`src/rtl/pic_pkg.sv`:
```
// Shared definitions for the 8259 PIC subsystem: acknowledge FSM states,
// default INTA timing and the vector width seen by both CPU and PIC sides.
package pic_pkg;

    localparam int unsigned VEC_W       = 8;
    localparam int unsigned PULSE_W_DEF = 4;
    localparam int unsigned GAP_W_DEF   = 2;

    typedef enum logic [2:0] {
        IDLE = 3'd0,
        P1   = 3'd1,
        GAP  = 3'd2,
        P2   = 3'd3,
        DONE = 3'd4,
        HOLD = 3'd5
    } inta_state_e;

    function automatic int unsigned max_u(input int unsigned a, input int unsigned b);
        return (a > b) ? a : b;
    endfunction

    // One spare bit so a single counter covers both pulse and gap reloads.
    function automatic int unsigned cnt_width(input int unsigned pw, input int unsigned gw);
        return $clog2(max_u(pw, gw)) + 1;
    endfunction

endpackage

```
`src/rtl/pic_sync2.sv`:
```
// Generic two-flop synchronizer with synchronous reset for asynchronous
// PIC-side levels.
module pic_sync2 #(
    parameter int unsigned W = 1
) (
    input  logic         clk,
    input  logic         rst,
    input  logic [W-1:0] d,
    output logic [W-1:0] q
);

    logic [W-1:0] meta;

    always_ff @(posedge clk) begin
        if (rst) begin
            meta <= '0;
            q    <= '0;
        end else begin
            meta <= d;
            q    <= meta;
        end
    end

endmodule

```
`src/rtl/inta_sequencer.sv`:
```
// CPU-side interrupt-acknowledge initiator: issues the two-pulse INTA
// sequence to the master PIC and captures the vector from the second pulse.
module inta_sequencer
    import pic_pkg::*;
#(
    parameter int unsigned PULSE_W = PULSE_W_DEF,
    parameter int unsigned GAP_W   = GAP_W_DEF
) (
    input  logic             clk,
    input  logic             rst,
    input  logic             intr,
    input  logic             ack_en,
    input  logic [VEC_W-1:0] data_in,
    output logic             inta_n,
    output logic             lock_n,
    output logic [VEC_W-1:0] vector,
    output logic             vector_valid,
    output logic             busy
);

    localparam int unsigned CNT_W = cnt_width(PULSE_W, GAP_W);
    localparam logic [CNT_W-1:0] PULSE_LD = CNT_W'(PULSE_W - 1);
    localparam logic [CNT_W-1:0] GAP_LD   = CNT_W'(GAP_W - 1);

    if (PULSE_W == 0) begin : g_bad_pulse_w
        $error("inta_sequencer: PULSE_W must be at least 1");
    end
    if (GAP_W == 0) begin : g_bad_gap_w
        $error("inta_sequencer: GAP_W must be at least 1");
    end

    logic [0:0] intr_s;
    inta_state_e state;
    logic [CNT_W-1:0] cnt;
    logic cnt_zero;

    pic_sync2 #(.W(1)) u_intr_sync (
        .clk (clk),
        .rst (rst),
        .d   (intr),
        .q   (intr_s)
    );

    assign cnt_zero = (cnt == '0);

    // Sequencer: every state entry reloads the shared down-counter and sets
    // the strobe levels for the state being entered.
    always_ff @(posedge clk) begin
        if (rst) begin
            state        <= IDLE;
            cnt          <= '0;
            inta_n       <= 1'b1;
            lock_n       <= 1'b1;
            vector       <= '0;
            vector_valid <= 1'b0;
            busy         <= 1'b0;
        end else begin
            vector_valid <= 1'b0;
            unique case (state)
                IDLE: begin
                    if (intr_s[0] && ack_en) begin
                        state  <= P1;
                        cnt    <= PULSE_LD;
                        inta_n <= 1'b0;
                        lock_n <= 1'b0;
                        busy   <= 1'b1;
                    end
                end
                P1: begin
                    if (cnt_zero) begin
                        state  <= GAP;
                        cnt    <= GAP_LD;
                        inta_n <= 1'b1;
                    end else begin
                        cnt <= cnt - CNT_W'(1);
                    end
                end
                GAP: begin
                    if (cnt_zero) begin
                        state  <= P2;
                        cnt    <= PULSE_LD;
                        inta_n <= 1'b0;
                    end else begin
                        cnt <= cnt - CNT_W'(1);
                    end
                end
                P2: begin
                    // Last cycle of pulse 2: the PIC is driving the vector now.
                    if (cnt_zero) begin
                        state        <= DONE;
                        cnt          <= '0;
                        inta_n       <= 1'b1;
                        lock_n       <= 1'b1;
                        vector       <= data_in;
                        vector_valid <= 1'b1;
                    end else begin
                        cnt <= cnt - CNT_W'(1);
                    end
                end
                DONE: begin
                    state <= HOLD;
                end
                HOLD: begin
                    // Wait out the stale INT level before re-arming.
                    if (!intr_s[0]) begin
                        state <= IDLE;
                        busy  <= 1'b0;
                    end
                end
                default: begin
                    state  <= IDLE;
                    cnt    <= '0;
                    inta_n <= 1'b1;
                    lock_n <= 1'b1;
                    busy   <= 1'b0;
                end
            endcase
        end
    end

endmodule

```
`config.mk`:
```
export PLATFORM = sky130hd
export DESIGN_NAME = inta_sequencer
export DESIGN_NICKNAME = d
export VERILOG_FILES = /design/src/rtl/pic_pkg.sv /design/src/rtl/pic_sync2.sv /design/src/rtl/inta_sequencer.sv
export SDC_FILE = /design/constraint.sdc
export NUM_CORES = 1
export LEC_CHECK = 0
export CORE_MARGIN = 2
export CORE_UTILIZATION = 35
export CTS_CLUSTER_DIAMETER = 150
export DETAILED_ROUTE_END_ITERATION = 10
export HOLD_SLACK_MARGIN = 0.1
export SETUP_SLACK_MARGIN = 0.02
export SYNTH_ARGS = -nofsm -noshare
export SYNTH_HDL_FRONTEND = slang
export SYNTH_SLANG_ARGS = --single-unit
```
`constraint.sdc`:
```
create_clock -name clk -period 1.95 [get_ports clk]
set_input_delay 0.195 -clock clk [delete_from_list [all_inputs] [get_ports clk]]
set_output_delay 0.195 -clock clk [all_outputs]
set_load 0.03 [all_outputs]
```
# After elaboration in Yosys (flattened, before gate mapping)
# Index checks and enable logic that the tools add are counted.
dict set report op_classes {
  eq_ne 11
  reduce_logical 14
  muxes 20
  n_bitwise 4
  addsub 1
}
# cell count
set ops {}
lappend ops {{3-bit two-way mux} 9}
lappend ops {{3-bit one-hot mux with 6 select lines} 1}
lappend ops {{3-bit one-hot mux with 5 select lines} 1}
lappend ops {{2-bit inequality test (second input constant)} 5}
lappend ops {{4-bit OR reduction} 2}
lappend ops {{3-bit by 2-bit == test with 1-bit output (second input constant)} 2}
lappend ops {{3-bit == test (second input constant)} 2}
lappend ops {{3-bit logical NOT} 2}
lappend ops {{1-bit two-way mux} 6}
lappend ops {{1-bit one-hot mux with 3 select lines} 2}
lappend ops {{3-bit AND reduction} 2}
lappend ops {{2-bit OR reduction} 3}
lappend ops {{5-bit AND reduction} 1}
lappend ops {{1-bit inverter} 4}
lappend ops {{1-bit one-hot mux with 4 select lines} 1}
lappend ops {{2-bit AND reduction} 2}
lappend ops {{4-bit AND reduction} 1}
lappend ops {{3-bit by 1-bit == test with 1-bit output (second input constant)} 1}
lappend ops {{3-bit by 1-bit subtractor with 3-bit output (second input constant)} 1}
lappend ops {{2-bit by 1-bit inequality test with 1-bit output (second input constant)} 1}
lappend ops {{1-bit logical AND} 1}
dict set report totals {
  wordCells 59
  inputBits 12
  register_bits 20
}

# Depth between registers and ports, before layout
# Gate-level depths: netlist of run 1.
dict set report depth {
  depth_word 4
  mapped_depth 5
  ltp_nobuf 3
}

# Cells and area by module
# Synthesis of run 1 repeated with hierarchy kept, for this count alone.
dict set report hier_totals {
  hier_cells 110
  area_unflattened_um2 985.9
}
# module area_each_um2 seq_area_each_um2 cells_each n_inst
set by_module_without_submodules {}
lappend by_module_without_submodules {inta_sequencer 933.4 360.3 106 1}
lappend by_module_without_submodules {pic_sync2 52.6 40.0 4 1}

# Worst setup path after synthesis of run 1
# Ideal clock, no wire load.
dict set report synth_timing {
  kind {register to register}
  start {reg cnt[0]}
  end {reg state[0]}
  path_stages_with_launch 6
  path_buffers 2
  path_slack_ps 594
  required_ps 1816
  setup_time_ps 134
  synth_period_minus_slack_ps 1356
  t_arrival_ps 1223
  cell_sequence {dfxtp_1 > buf_6 > or3_4 > buf_6 > a222oi_1 > a211oi_1}
}
dict set report synth_between {
  elab_chain_cells 3
}
# element line_no
set synth_rtl {}
lappend synth_rtl {{from (decl)} inta_sequencer.sv:34} ;# logic [CNT_W-1:0] cnt;
lappend synth_rtl {{from (signal assigned)} inta_sequencer.sv:75} ;# cnt <= cnt - CNT_W'(1);
lappend synth_rtl {{from (signal assigned)} inta_sequencer.sv:84} ;# cnt <= cnt - CNT_W'(1);
lappend synth_rtl {{from (signal assigned)} inta_sequencer.sv:97} ;# cnt <= cnt - CNT_W'(1);
lappend synth_rtl {{3-bit logical NOT (*)} inta_sequencer.sv:44} ;# assign cnt_zero = (cnt == '0);
lappend synth_rtl {{2-bit inequality test (no line)} --}
lappend synth_rtl {{5-bit AND reduction (no line) (*)} --}
lappend synth_rtl {{to (signal assigned)} inta_sequencer.sv:50} ;# state <= IDLE;
lappend synth_rtl {{to (signal assigned)} inta_sequencer.sv:62} ;# state <= P1;
lappend synth_rtl {{to (signal assigned)} inta_sequencer.sv:71} ;# state <= GAP;
lappend synth_rtl {{to (decl)} inta_sequencer.sv:33} ;# inta_state_e state;
# Every way passes the cells marked *; elsewhere a longest branch is shown, timed or not.
# A chain may end at the register's enable or synchronous reset.

# Final worst setup path of run 1
dict set report layout_timing {
  start {reg inta_n}
  end {out inta_n}
}
# element line_no
set layout_lines {}
lappend layout_lines {{from (decl)} inta_sequencer.sv:14} ;# output logic inta_n,
lappend layout_lines {{from (signal assigned)} inta_sequencer.sv:52} ;# inta_n <= 1'b1;
lappend layout_lines {{from (signal assigned)} inta_sequencer.sv:64} ;# inta_n <= 1'b0;
lappend layout_lines {{from (signal assigned)} inta_sequencer.sv:73} ;# inta_n <= 1'b1;
# No word-level cell between the ends.

==> results.txt, run 1 <==
- In this run the post-CTS setup repair buffer count came out at 0.
- By area, the combinational part of the netlist is dominated by compound AO/OA/AOI/OAI gates.
* Vertical extent of the die: 55.4 um
* Share of final-layout standard cells stronger than drive strength 1: 8.06%
- Clk pin slew, worst setup/hold paths: 0.11 ns
- After floorplanning, the core was divided into 18 placement rows.
* TritonCTS buffer count: 3
- Boundary pin count: 24
* Nets in the synthesized netlist: 116
- After detailed routing, the number of remaining DRC violations is 0.
- Together, buffers and inverters on the worst path number 1.
- Final setup fails: 0
- Ratio of final minimum period to clock period: 78.3%
- Commonest cells after routing, fill and taps aside: clkdlybuf4s50_1, dfxtp_1, o21ai_0, a21oi_1, nand3_1
* Async set or reset register ratio after synthesis: 0%
- The worst register-to-register path begins at state[1].
- At the pin with the least slew margin, the transition time is 0.543 ns.
- The synthesized design devotes to its leading area cell type 43.4% of total area.
* Post-route clock skew: 0.00188 ns
- In this run the static leakage power is 0.414 nW.
- For hold timing, the worst endpoint is u_intr_sync.meta.
* Count of antenna-violating nets left after detailed routing: 0
- In this run, the number of DRC markers left after iteration 0 of detailed routing was 20.
* Clock latency of the later-clocked register in the worst-skew pair: 0.30 ns
* H-tree depth: 1
- First-pass DRT Iterations: 4
- Summed over all layers, the global routing overflow is 0.
* Synthesized area: 923 um^2
* Maximum achievable frequency: 0.655 GHz
- Switching power: 0.488 mW
* Clk sinks: 20
- For this design the ratio of total power to cell area is 1080 nW/um^2.
* Routed wirelength normalized by instance count: 13.6 um
- Minimum setup slack among reg-to-reg paths: 0.48 ns
- Diodes inserted: 0
- Hold path start: intr
* Max-slew violation count: 0
- Count of warnings emitted by yosys: 0
- Number of hold buffers added after CTS: 0
- Synthesis-stage register bit count: 20
* Final critical delay including setup and external delays: 1.53 ns
* Main area contributors after synthesis: dfxtp_1, a21oi_1, o21ai_0
- Along the worst hold path, the cell count comes to 2.
- Initial antenna violation count: 0
* Summed area of non-filler cells in the final layout: 1190 um^2
- Max-Slew Margin vs Limit: 63.8%
- Resize count post-CTS: 0
- Count of cell types in the netlist: 39
- Clk root buf: clkbuf_4
- Maximum number of pins on one net before global-route repair: 23
* Sequential fraction of the synthesis area: 43.4%
- Counting the fill cells in the layout gives 245.
* Number of maximum-capacitance constraint violations: 0
- Hold timing on the final database bottoms out at a slack of 0.441 ns.
- The worst register-to-register path ends at state[0].
- Mean instance size in the synthesized netlist: 8.88 um^2
- Core Util, Final: 47.6%
- Once the floorplan was initialized, standard cells occupied 36.9% of the core.
- Parity-gate share of the synthesized area counting xor and xnor cells: 0.949%
* Area added between synthesis and finish: 28.9%
* Internal Dissipation: 0.800 mW
* Sort of element at the end of the critical path: primary output
- Port buffering added 23 buffers.
* Core area: 2500 um^2
- Clk buf depth: 2
- The setup path with the least slack is of type flop to primary output.
- In this run, the clock network consumes 18.6% of the power.
- The die covers 3070 um^2.
- Of the total synthesized cell area, the portion taken by full adders, half adders and majority gates is 0%.
* Peak per-stage delay on the critical path: 0.68 ns
* Data arrival at the endpoint of the critical path: 1.33 ns
* Maximum resistive drop on vdd: 0.000628 V
- Per report_power, the combinational group accounts for 36.7% of the total.
- Die Span X: 55.4 um
* Share of total power consumed by net switching: 37.9%
- Walking the worst path, the cells encountered are clkdlybuf4s50_1.
- The library cell used most frequently in the layout, excluding fill and tap cells, is clkdlybuf4s50_1.
- For this design, the slowest cell found on the critical path is clkdlybuf4s50_1.
- Worst min path class: input port to flop
* Post-synth top flop: dfxtp_1
- Dpl cell area: 1150 um^2
* Number of instances in the synthesized netlist: 104
* Clock tree from TritonCTS: built
- Power, Total: 1.29 mW
- Adding up every negative setup slack in the final design gives 0 ns.
* Gate family responsible for the most delay along the worst path: buffers and inverters
- In the routed layout, each cell is associated on average with a via count of 5.51.
- Number of global-route vias before repair: 828
- Setup repair after global routing left no endpoint under its margin.
- Number of nets in the layout: 137
- In the synthesized netlist, mux cells make up 1.08% of the area.
- Summing the areas of all compound-gate instances in the mapped netlist gives 26.2% of the synthesized area.
* Reg2Reg Depth: 3
- For this run, the total global-route usage over all layers was measured as 14.8%.
- Cell type with the largest total area after synthesis: dfxtp_1
- STA classifies the critical path startpoint as a flop.
* Final weighted congestion in routability-driven placement: 0.793
- Dpl hpwl: 1450 um
* Result of the run: completed
* Detailed-route wire length: 2090 um
* Worst Path Max Fanout: 2
- Number of synthesized flops with an enable pin: 0
* Area fraction in and, or, nand and nor cells after synthesis: 22.0%
- Sequential cells account for 44.7% of the total power.
- Via Count: 849
- The hold violation count in the final report was 0.
- Required time reported for the critical path endpoint: 1.75 ns
- The first global-routing pass estimated 3770 um of wire.
## power by group through the flow
| stage | Clock (mW) | Sequential, mW | Combinational (mW) |
|---|---|---|---|
| 6_report | 0.239 | 0.576 | 0.473 |
| 3_5_place_dp | 0 | 0.582 | 0.476 |
| 5_1_grt | 0.268 | 0.589 | 0.526 |
| 2_1_floorplan | 0 | 0.526 | 0.430 |
| 4_1_cts | 0.253 | 0.572 | 0.476 |
| 3_3_place_gp | 0 | 0.580 | 0.476 |
## state kept, by name, summed over array words and instances (netlist names)
| name | flops |
|---|---|
| busy | 1 |
| cnt | 3 |
| inta_n | 1 |
| lock_n | 1 |
| state | 3 |
| u_intr_sync.meta | 1 |
| u_intr_sync.q | 1 |
| vector | 8 |
| vector_valid | 1 |
## layout make-up
type	count	area, um^2	share of cell area, %
multi-input cells	73	463	38.9
inverters	2	7.51	0.631
repair buffers	25	245	20.6
well taps	30	37.5	3.15
flip-flops and latches	20	400	33.6
clock buffers	4	36.3	3.05
## cells by family (layout without fill, tap and decap cells)
kind of cell,Yosys count,after routing
multiplexers,1,1
flip-flops,20,20
buffers and inverters,11,31
AO/OA/AOI/OAI,37,37
AND/OR/NAND/NOR,34,34
XOR/XNOR,1,1
## cells in the mapped netlist, types with 2 or more instances
cell type / number
nor3_1: 3
o21ai_0: 10
nor2_1: 5
buf_2: 3
a21oi_1: 10
a211o_1: 2
nor2b_1: 4
buf_6: 2
nand3_1: 9
nand2_1: 3
nor3b_1: 2
a211oi_1: 2
dfxtp_1: 20
clkbuf_1: 3
inv_1: 2
## worst max-delay path by stage
| stage | startpoint | endpoint | slack (ns) | cells after the start |
|---|---|---|---|---|
| after floorplan | cnt[0] | state[0] | 0.59 | 5 |
| after global placement | state[1] | state[0] | 0.56 | 3 |
| after detailed placement | state[1] | state[0] | 0.51 | 3 |
| after CTS | inta_n | inta_n | 0.39 | 1 |
| after global routing | state[1] | vector[2] | 0.32 | 3 |
| final | inta_n | inta_n | 0.42 | 1 |
## routing by layer
metal  global-route usage, %  wire [um]  share of wire, %
met5                       0          0                 0
met4                    2.44          0                 0
met3                    5.39         92               4.4
met2                    23.1        998                48
met1                    19.8        998                48
## metrics by stage
step / setup WS (ns) / cells
after floorplan: 0.594 / 104
after global routing: 0.318 / 154
after detailed placement: 0.513 / 150
after global placement: 0.556 / 150
after CTS: 0.393 / 154
final: 0.424 / 154
No activity file was read; power rests on OpenSTA's default activity.
==> inputs of run 2 (changes only) <==
- clock period: 1.95 -> 1.55 ns (I/O delays scaled with it)
==> results.txt, run 2 (synthesis gave the netlist of run 1 again) <==
- After detailed routing, the total wire length is 2020 um.
- Once placement completed, the tool counted placed cells totaling 154.
- H-tree depth: 1
* Clock latency of the later-clocked register in the worst-skew pair: 0.30 ns
- Final setup fails: 0
- Once detail routing completed, the nets flagged for antenna violations numbered 0.
- Counting flops per register, the top entry is vector.
* Maximum number of pins on one net before global-route repair: 18
* Result of the run: completed
* Vertical extent of the die: 55.4 um
- Die area: 3070 um^2
- Share of final-layout standard cells stronger than drive strength 1: 10.9%
- Sequential fraction of design power: 38.6%
- The library cells used most frequently in the layout, excluding fill and tap cells, are dfxtp_1, clkdlybuf4s50_1, o21ai_0, a21oi_1, nand3_1.
- Number of maximum-capacitance constraint violations: 0
- Critical Path Start Type: flop
* Post-Layout Cell Count: 158
- Number of cell rows: 18
- Post-route clock skew: 0.00259 ns
- Worst Path Max Fanout: 2
* Share of total power consumed by net switching: 34.7%
- Initial DRC Count: 16
- Using the TritonRoute via totals, the vias-per-cell ratio works out to 5.47.
* Leading cell type in the layout, fill and taps excluded: dfxtp_1
- The root buffer cell chosen for the clock tree is clkbuf_4.
- Max-Slew Margin vs Limit: 67.3%
- Worst-Margin Slew: 0.490 ns
- For this run, the top clock speed supported by timing is 0.680 GHz.
* Final weighted congestion in routability-driven placement: 0.809
- Total Neg Setup Slack: 0 ns
- Once detailed placement completed, the half-perimeter wirelength came to 1460 um.
- Max-slew violation count: 0
* Required time reported for the critical path endpoint: 1.39 ns
- Routed wirelength normalized by instance count: 12.8 um
- The initial antenna violation count came to 0.
* Via Count: 864
- Final routed DRC violation total: 0
- Starting Density: 36.9%
- Unrepaired setup endpoints after global routing: no
- Combinational logic is responsible for 37.5% of the overall power.
* Overflow after GRT: 0
* Clk buf depth: 2
* Worst min path class: input port to flop
- Sort of element at the end of the critical path: primary output
- From synthesis to final layout, the design area changed by 35.0%.
- Data arrival at the endpoint of the critical path: 1.32 ns
* Peak per-stage delay on the critical path: 0.68 ns
- TritonCTS built the clock tree.
- The clock net in this run drives a total of 20 sinks.
* TritonCTS buffer count: 3
- Cells traversed along the worst timing path: clkdlybuf4s50_1
- Leakage power: 0.481 nW
- The largest registers in the layout are vector: 8 flops, cnt: 3 flops, state: 3 flops.
* CP Buf/Inv Count: 1
- Ratio of final minimum period to clock period: 94.9%
- Switching power: 0.611 mW
- The setup path with the least slack is of type flop to primary output.
- Gate family responsible for the most delay along the worst path: buffers and inverters
* Power density normalized to cell area: 1410 nW/um^2
- Subtracting the final worst setup slack from the clock period gives 1.47 ns.
- In the global route stage, overall resource usage came out at 13.8%.
- The first global-routing pass estimated 3430 um of wire.
- VDD sags by at most 0.000844 V.
* Cell at the slowest stage of the critical path: clkdlybuf4s50_1
- Number of nets in the layout: 141
- Hold Fails Final Rpt: 0
* Portion of total power attributed to the clock network: 24.0%
- In this run the tool buffered the top-level ports with 23 buffer cells.
* Internal Dissipation: 1.15 mW
* Max FFs per register: 8
- After floorplanning, the core was sized to cover 2500 um^2.
- Boundary pin count: 24
* Number of global-route vias before repair: 784
- Die Span X: 55.4 um
- First-pass DRT Iterations: 4
- The repair_antennas step left the layout with diodes totalling 0.
- After clock tree synthesis, the clock-pin slew on the worst setup and hold paths is 0.11 ns.
[run 2: timing repair]
action / 4_1_cts / 5_1_grt
hold buffers: 0 / 0
endpoints found under the setup margin: 0 / 4
setup buffers: 0 / 0
gates resized for setup: 0 / 4
[run 2: layer usage]
metal  GRT usage, %  wire, um  up-vias
met5              0         0        -
li1               -         -      435
met4           3.14        15        0
met2           21.9       958       21
met3           5.85       116        2
met1           17.3       931      406
[run 2: power by group through the flow]
stage                     Clock (mW)  Combinational (mW)  Sequential, mW
after floorplan                    0               0.541           0.662
after detailed placement           0               0.664           0.690
final                          0.422               0.660           0.679
after global placement             0               0.667           0.693
after CTS                      0.438               0.665           0.681
after global routing           0.459               0.722           0.700
[run 2: per-stage QoR]
stage / setup WS (ns) / hold slack, ns / power (mW) / utilization (%) / area (um^2)
after floorplan: 0.194 / 0.283 / 1.20 / - / 923
after global placement: 0.175 / 0.424 / 1.36 / 47.3 / 1180
after detailed placement: 0.137 / 0.446 / 1.35 / 47.3 / 1180
after CTS: 0.0326 / 0.396 / 1.78 / 49.4 / 1240
after global routing: 0.0258 / 0.393 / 1.88 / 49.8 / 1250
final: 0.0796 / 0.403 / 1.76 / 49.8 / 1250
[run 2: final timing paths]
kind	from	endpoint	slack [ns]	cells after the start
setup / recovery	vector[5]	vector[5]	0.08	1
hold / removal	data_in[0]	vector[0]	0.40	3
setup reg to reg	state[1]	state[0]	0.21	3
hold reg to reg	u_intr_sync.meta	u_intr_sync.q	0.46	1
[run 2: cell type report]
cell class              instances  area [um^2]
clock buffers                   3         22.5
clock inverters                 1         30.0
fillers                       231         1250
inverters                       2         7.51
multi-input cells              73          463
flip-flops and latches         20          400
well taps                      30         37.5
repair buffers                 29          285
==> inputs of run 3 (changes only) <==
- REMOVE_ABC_BUFFERS: default -> 1
==> results.txt, run 3 (synthesis gave the netlist of run 1 again) <==
- The flow ran to the end, and the final reports show no timing, DRC or antenna violations.
- The cell family contributing the most delay on the critical path is buffers and inverters.
- After clock tree synthesis, the setup repair step added 0 buffers.
* Via Count: 851
- Clk buf depth: 2
- After routing the design area is 1230 um^2.
- The first global-routing pass estimated 3620 um of wire.
- Number of nets in the layout: 141
- Maximum achievable frequency: 0.679 GHz
* Total Neg Setup Slack: 0 ns
- Critical Path Start Type: flop
- Final critical delay including setup and external delays: 1.47 ns
* Routed wirelength normalized by instance count: 13.4 um
- TritonCTS built the clock tree.
* Clk pin slew, worst setup/hold paths: 0.11 ns
- Cells traversed along the worst timing path: clkdlybuf4s50_1
- TritonCTS buffer count: 3
- Worst-Margin Slew: 0.534 ns
- After layout, the worst path uses 95.0% of the clock period.
- The hold violation count in the final report was 0.
- Max-Slew Margin vs Limit: 64.3%
- From synthesis to final layout, the design area changed by 33.5%.
* Biggest registers after layout: vector: 8 flops, cnt: 3 flops, state: 3 flops
* First-pass DRT Iterations: 5
* Core area: 2500 um^2
* Data arrival at the endpoint of the critical path: 1.32 ns
- Dpl cell area: 1180 um^2
- The register with the most flip-flops in the layout has 8 of them.
- Post-route clock skew: 0.00383 ns
- Vertical extent of the die: 55.4 um
* Diodes inserted: 0
- In this run the worst hold path is classified as input port to flop.
- Leading cell type in the layout, fill and taps excluded: dfxtp_1
- For this run, the slowest stage of the critical path takes 0.67 ns.
* Clock latency of the later-clocked register in the worst-skew pair: 0.30 ns
- Required time reported for the critical path endpoint: 1.39 ns
- CTS saw 20 sinks.
- Max-cap violations in this run came to 0.
- Maximum resistive drop on vdd: 0.000888 V
- The detail route stage leaves a number of antenna-violating nets equal to 0.
* Critical setup path kind: flop to primary output
- Along the worst path, the maximum fanout reaches 2.
- Commonest cells after routing, fill and taps aside: dfxtp_1, clkdlybuf4s50_1, o21ai_0, a21oi_1, nand3_1
* Top reg by flops: vector
- For this design the ratio of total power to cell area is 1340 nW/um^2.
* Number of cell rows: 18
- In the final layout, the share of cells above drive strength 1 is 10.9%.
- Maximum number of pins on one net before global-route repair: 20
- Global routing used 14.5% of the available tracks across all layers.
* Die area: 3070 um^2
- Die Span X: 55.4 um
- Fill cells in the final layout number 245.
* Final weighted congestion in routability-driven placement: 0.762
* Overflow after GRT: 0
- Together, buffers and inverters on the worst path number 1.
* Initial DRC Count: 18
- Input and output buffers added on the ports amount to 23.
- Once the floorplan was initialized, standard cells occupied 36.9% of the core.
- Boundary pin count: 24
* Vias per inst: 5.39
- The via count of the first global-routing pass is 779.
- After detailed routing, the number of remaining DRC violations is 0.
- Clock tree synthesis selected as its root buffer the cell clkbuf_4.
- Summed over all nets, the half-perimeter wirelength after detailed placement is 1510 um.
- Final-layout worst hold slack: 0.409 ns
- Initial antenna violation count: 0
- The max-slew violation total from the final report is 0.
- Setup violations remaining at the end of the flow were counted as 0.
- In this run the number of H-tree levels came out at 1.
* Detailed-route wire length: 2120 um
- Cell at the slowest stage of the critical path: clkdlybuf4s50_1
- Leakage power: 0.494 nW
- Setup repair after global routing left no endpoint under its margin.
- STA classifies the critical path endpoint as a primary output.
-- run 3: cell type report --
class | instances | area, um^2 | area share [%]
Sequential cell | 20 | 400 | 32.5
Timing Repair Buffer | 29 | 288 | 23.4
Inverter | 2 | 7.51 | 0.609
Tap cell | 30 | 37.5 | 3.05
Multi-Input combinational cell | 73 | 463 | 37.6
Clock buffer | 4 | 36.3 | 2.94
-- run 3: metal layers --
| metal | vias up | part of all wire, % | routed length (um) | global-route usage [%] |
|---|---|---|---|---|
| met5 | - | 0 | 0 | 0 |
| met2 | 14 | 46 | 979 | 23.8 |
| li1 | 433 | - | - | - |
| met4 | 0 | 0.47 | 10 | 2.09 |
| met1 | 402 | 49 | 1040 | 18.8 |
| met3 | 2 | 4.0 | 84 | 4.92 |
-- run 3: repair_timing --
action | in CTS | in global routing
hold buffers | 0 | 0
hold endpoints to repair | 0 | 0
setup endpoints to repair | 0 | 5
gates resized for setup | 0 | 5
-- run 3: stage by stage --
stage	total power [mW]	setup slack (ns)	cells	utilization (%)
6_report	1.66	0.0778	158	49.3
5_1_grt	1.78	0.0279	158	49.3
4_1_cts	1.68	0.0635	158	48.8
3_5_place_dp	1.38	0.121	154	47.3
3_3_place_gp	1.37	0.131	154	47.3
2_1_floorplan	1.10	0.289	95	-
-- run 3: report_power, final --
group / leakage [nW] / switching, mW / internal (mW)
Combinational: 0.310 / 0.383 / 0.321
Sequential: 0.162 / 0.0731 / 0.581
Clock: 0.0210 / 0.155 / 0.143
Total: 0.494 / 0.611 / 1.04
-- run 3: path summary, 6_finish.rpt --
path	startpoint	endpoint	slack (ns)	depth (start not counted)
max	vector[2]	vector[2]	0.08	1
max reg2reg	state[1]	cnt[0]	0.13	4
min reg2reg	u_intr_sync.meta	u_intr_sync.q	0.46	1
min	intr	u_intr_sync.meta	0.41	2
-- run 3: worst register-to-register path, delay by kind of cell (launching register included) --
kind / cells / cell delay, ns
DFF: 1 / 0.52
buffers and inverters: 1 / 0.20
AOI/OAI and AO/OA: 3 / 0.67
==> RTL change, RTL diff (flow settings as in run 3) <==
Set the package constant `PULSE_W_DEF` to 6 (it was 4).
--- a/src/rtl/pic_pkg.sv
+++ b/src/rtl/pic_pkg.sv
@@ -5,3 +5,3 @@
     localparam int unsigned VEC_W       = 8;
-    localparam int unsigned PULSE_W_DEF = 4;
+    localparam int unsigned PULSE_W_DEF = 6;
     localparam int unsigned GAP_W_DEF   = 2;
Behaviour: not the same (Yosys sat finds a counterexample within 10 cycles, from zero or initial values and one cycle with rst high).
==> RTL change against run 3 <==
- hold slack got worse by 0.0051 ns
- synthesized area up 0.14%
- final area up 4.5%
- worst setup slack worse by 0.026 ns
- sequential cell count rose by 1
- routed wire length grew 2.2%
- die area up 0.13%
- non-clock buffer count grew 3
- clock skew shrank 0.0028 ns
Power is not compared: it rests on default switching activity, and its combinational part moved more than twofold at a synthesized area within 25%.
==> RTL change: results <==
set metrics [dict create \
    status "complete, no violations" \
    ys.flop_type "dfxtp_1" \
    skew_ns 0.00100 \
    fin_nets 149 \
    worstPathArrival_ns 1.34 \
    placed_area_um2 1210 \
    gp_congestion 0.857 \
    grt_usage_pct 13.5 \
    use_met3_pct 3.75 \
    layout-drive-gt1-share_pct 17.0 \
    rr_startpoint "cnt[1]$_SDFFE_PP0P_" \
    cp_max_fo 2 \
    wl_met2_um 1060 \
    cts_buffers 3 \
    synth-seq-area-share_pct 45.5 \
    worst_slew_pin_slew_ns 0.354 \
    synth-adder-area-share_pct 1.35 \
    use_met1_pct 16.8 \
    critPathMaxStageDelay_ns 0.68 \
    vdd_drop_max_uv 567 \
    muxShareOfSynthArea_pct 8.66 \
    clk_path_buf_depth 2 \
    r2r_end "state[0]$_SDFFE_PP0P_" \
    hold-path-cell-count 2 \
    final_cell_count_no_fill 165 \
    drt_iter0_drc 12 \
    holdWs_ns 0.404 \
    synth_xor_xnor_area_share_pct 0 \
    synth_top_cells_by_area "dfxtp_1, mux2i_1, nor2_1" \
    timing.final.crit_period_ns 1.50 \
    reg2reg_slack_ns 0.07 \
    grt_pass1_vias 816 \
    largestRegisters "vector x8, cnt x4, state x3" \
    htree_levels 1 \
    worstSetupStartpoint "vector[4]$_SDFFE_PP0P_" \
    rr_worst_depth 6 \
    wirelength_um 2160 \
    syn_avg_cell_area_um2 8.98 \
    use_met2_pct 22.6 \
    hpwl_um 1480 \
    synth_cell_type_count 28 \
    grt_max_degree 12 \
    vias 859 \
    grt_pass1_wl_um 3450 \
    dp.cells 158 \
    route.met3.wl_um 116 \
    setup.worst_path.end "vector[4]" \
    wirelength_met1_um 966 \
    synth_commonest_cells "dfxtp_1, nor2_1, mux2i_1" \
    drtPass1Iterations 4 \
    synth-compound-area-share_pct 14.9 \
    place_ws_ns 0.00291 \
]
-- RTL change: cell count changes in the layout (fill, tap and decap cells not counted), sizes merged, moves of 3 or more --
cell	run 3	this run
o21ai	10	5
mux2i	1	8
a21oi	10	5
buf	6	9
nor2	5	15
inv	2	5
nand3	9	3
a31oi	0	3
nand2	3	6
-- RTL change: where the power goes --
group / internal [mW] / switching (mW) / total (mW)
clock network: 0.100 / 0.166 / 0.266
registers: 0.555 / 0.0148 / 0.570
logic: 0.0828 / 0.0722 / 0.155
-- RTL change: area by class of cell --
| type | count | area, µm² |
|---|---|---|
| timing repair buffer | 32 | 307 |
| inverter | 5 | 18.8 |
| tap | 30 | 37.5 |
| fill | 250 | 1210 |
| sequential | 21 | 423 |
| multi-input combinational | 73 | 475 |
| clock buffer | 4 | 26.3 |
-- RTL change: timing repair --
item / 4_1_cts / 5_1_grt
resized for setup: 3 / 10
pin swaps: 0 / 3
hold endpoints to repair: 0 / 0
endpoints found under the setup margin: 3 / 16
setup buffers: 0 / 2
cloned: 0 / 1
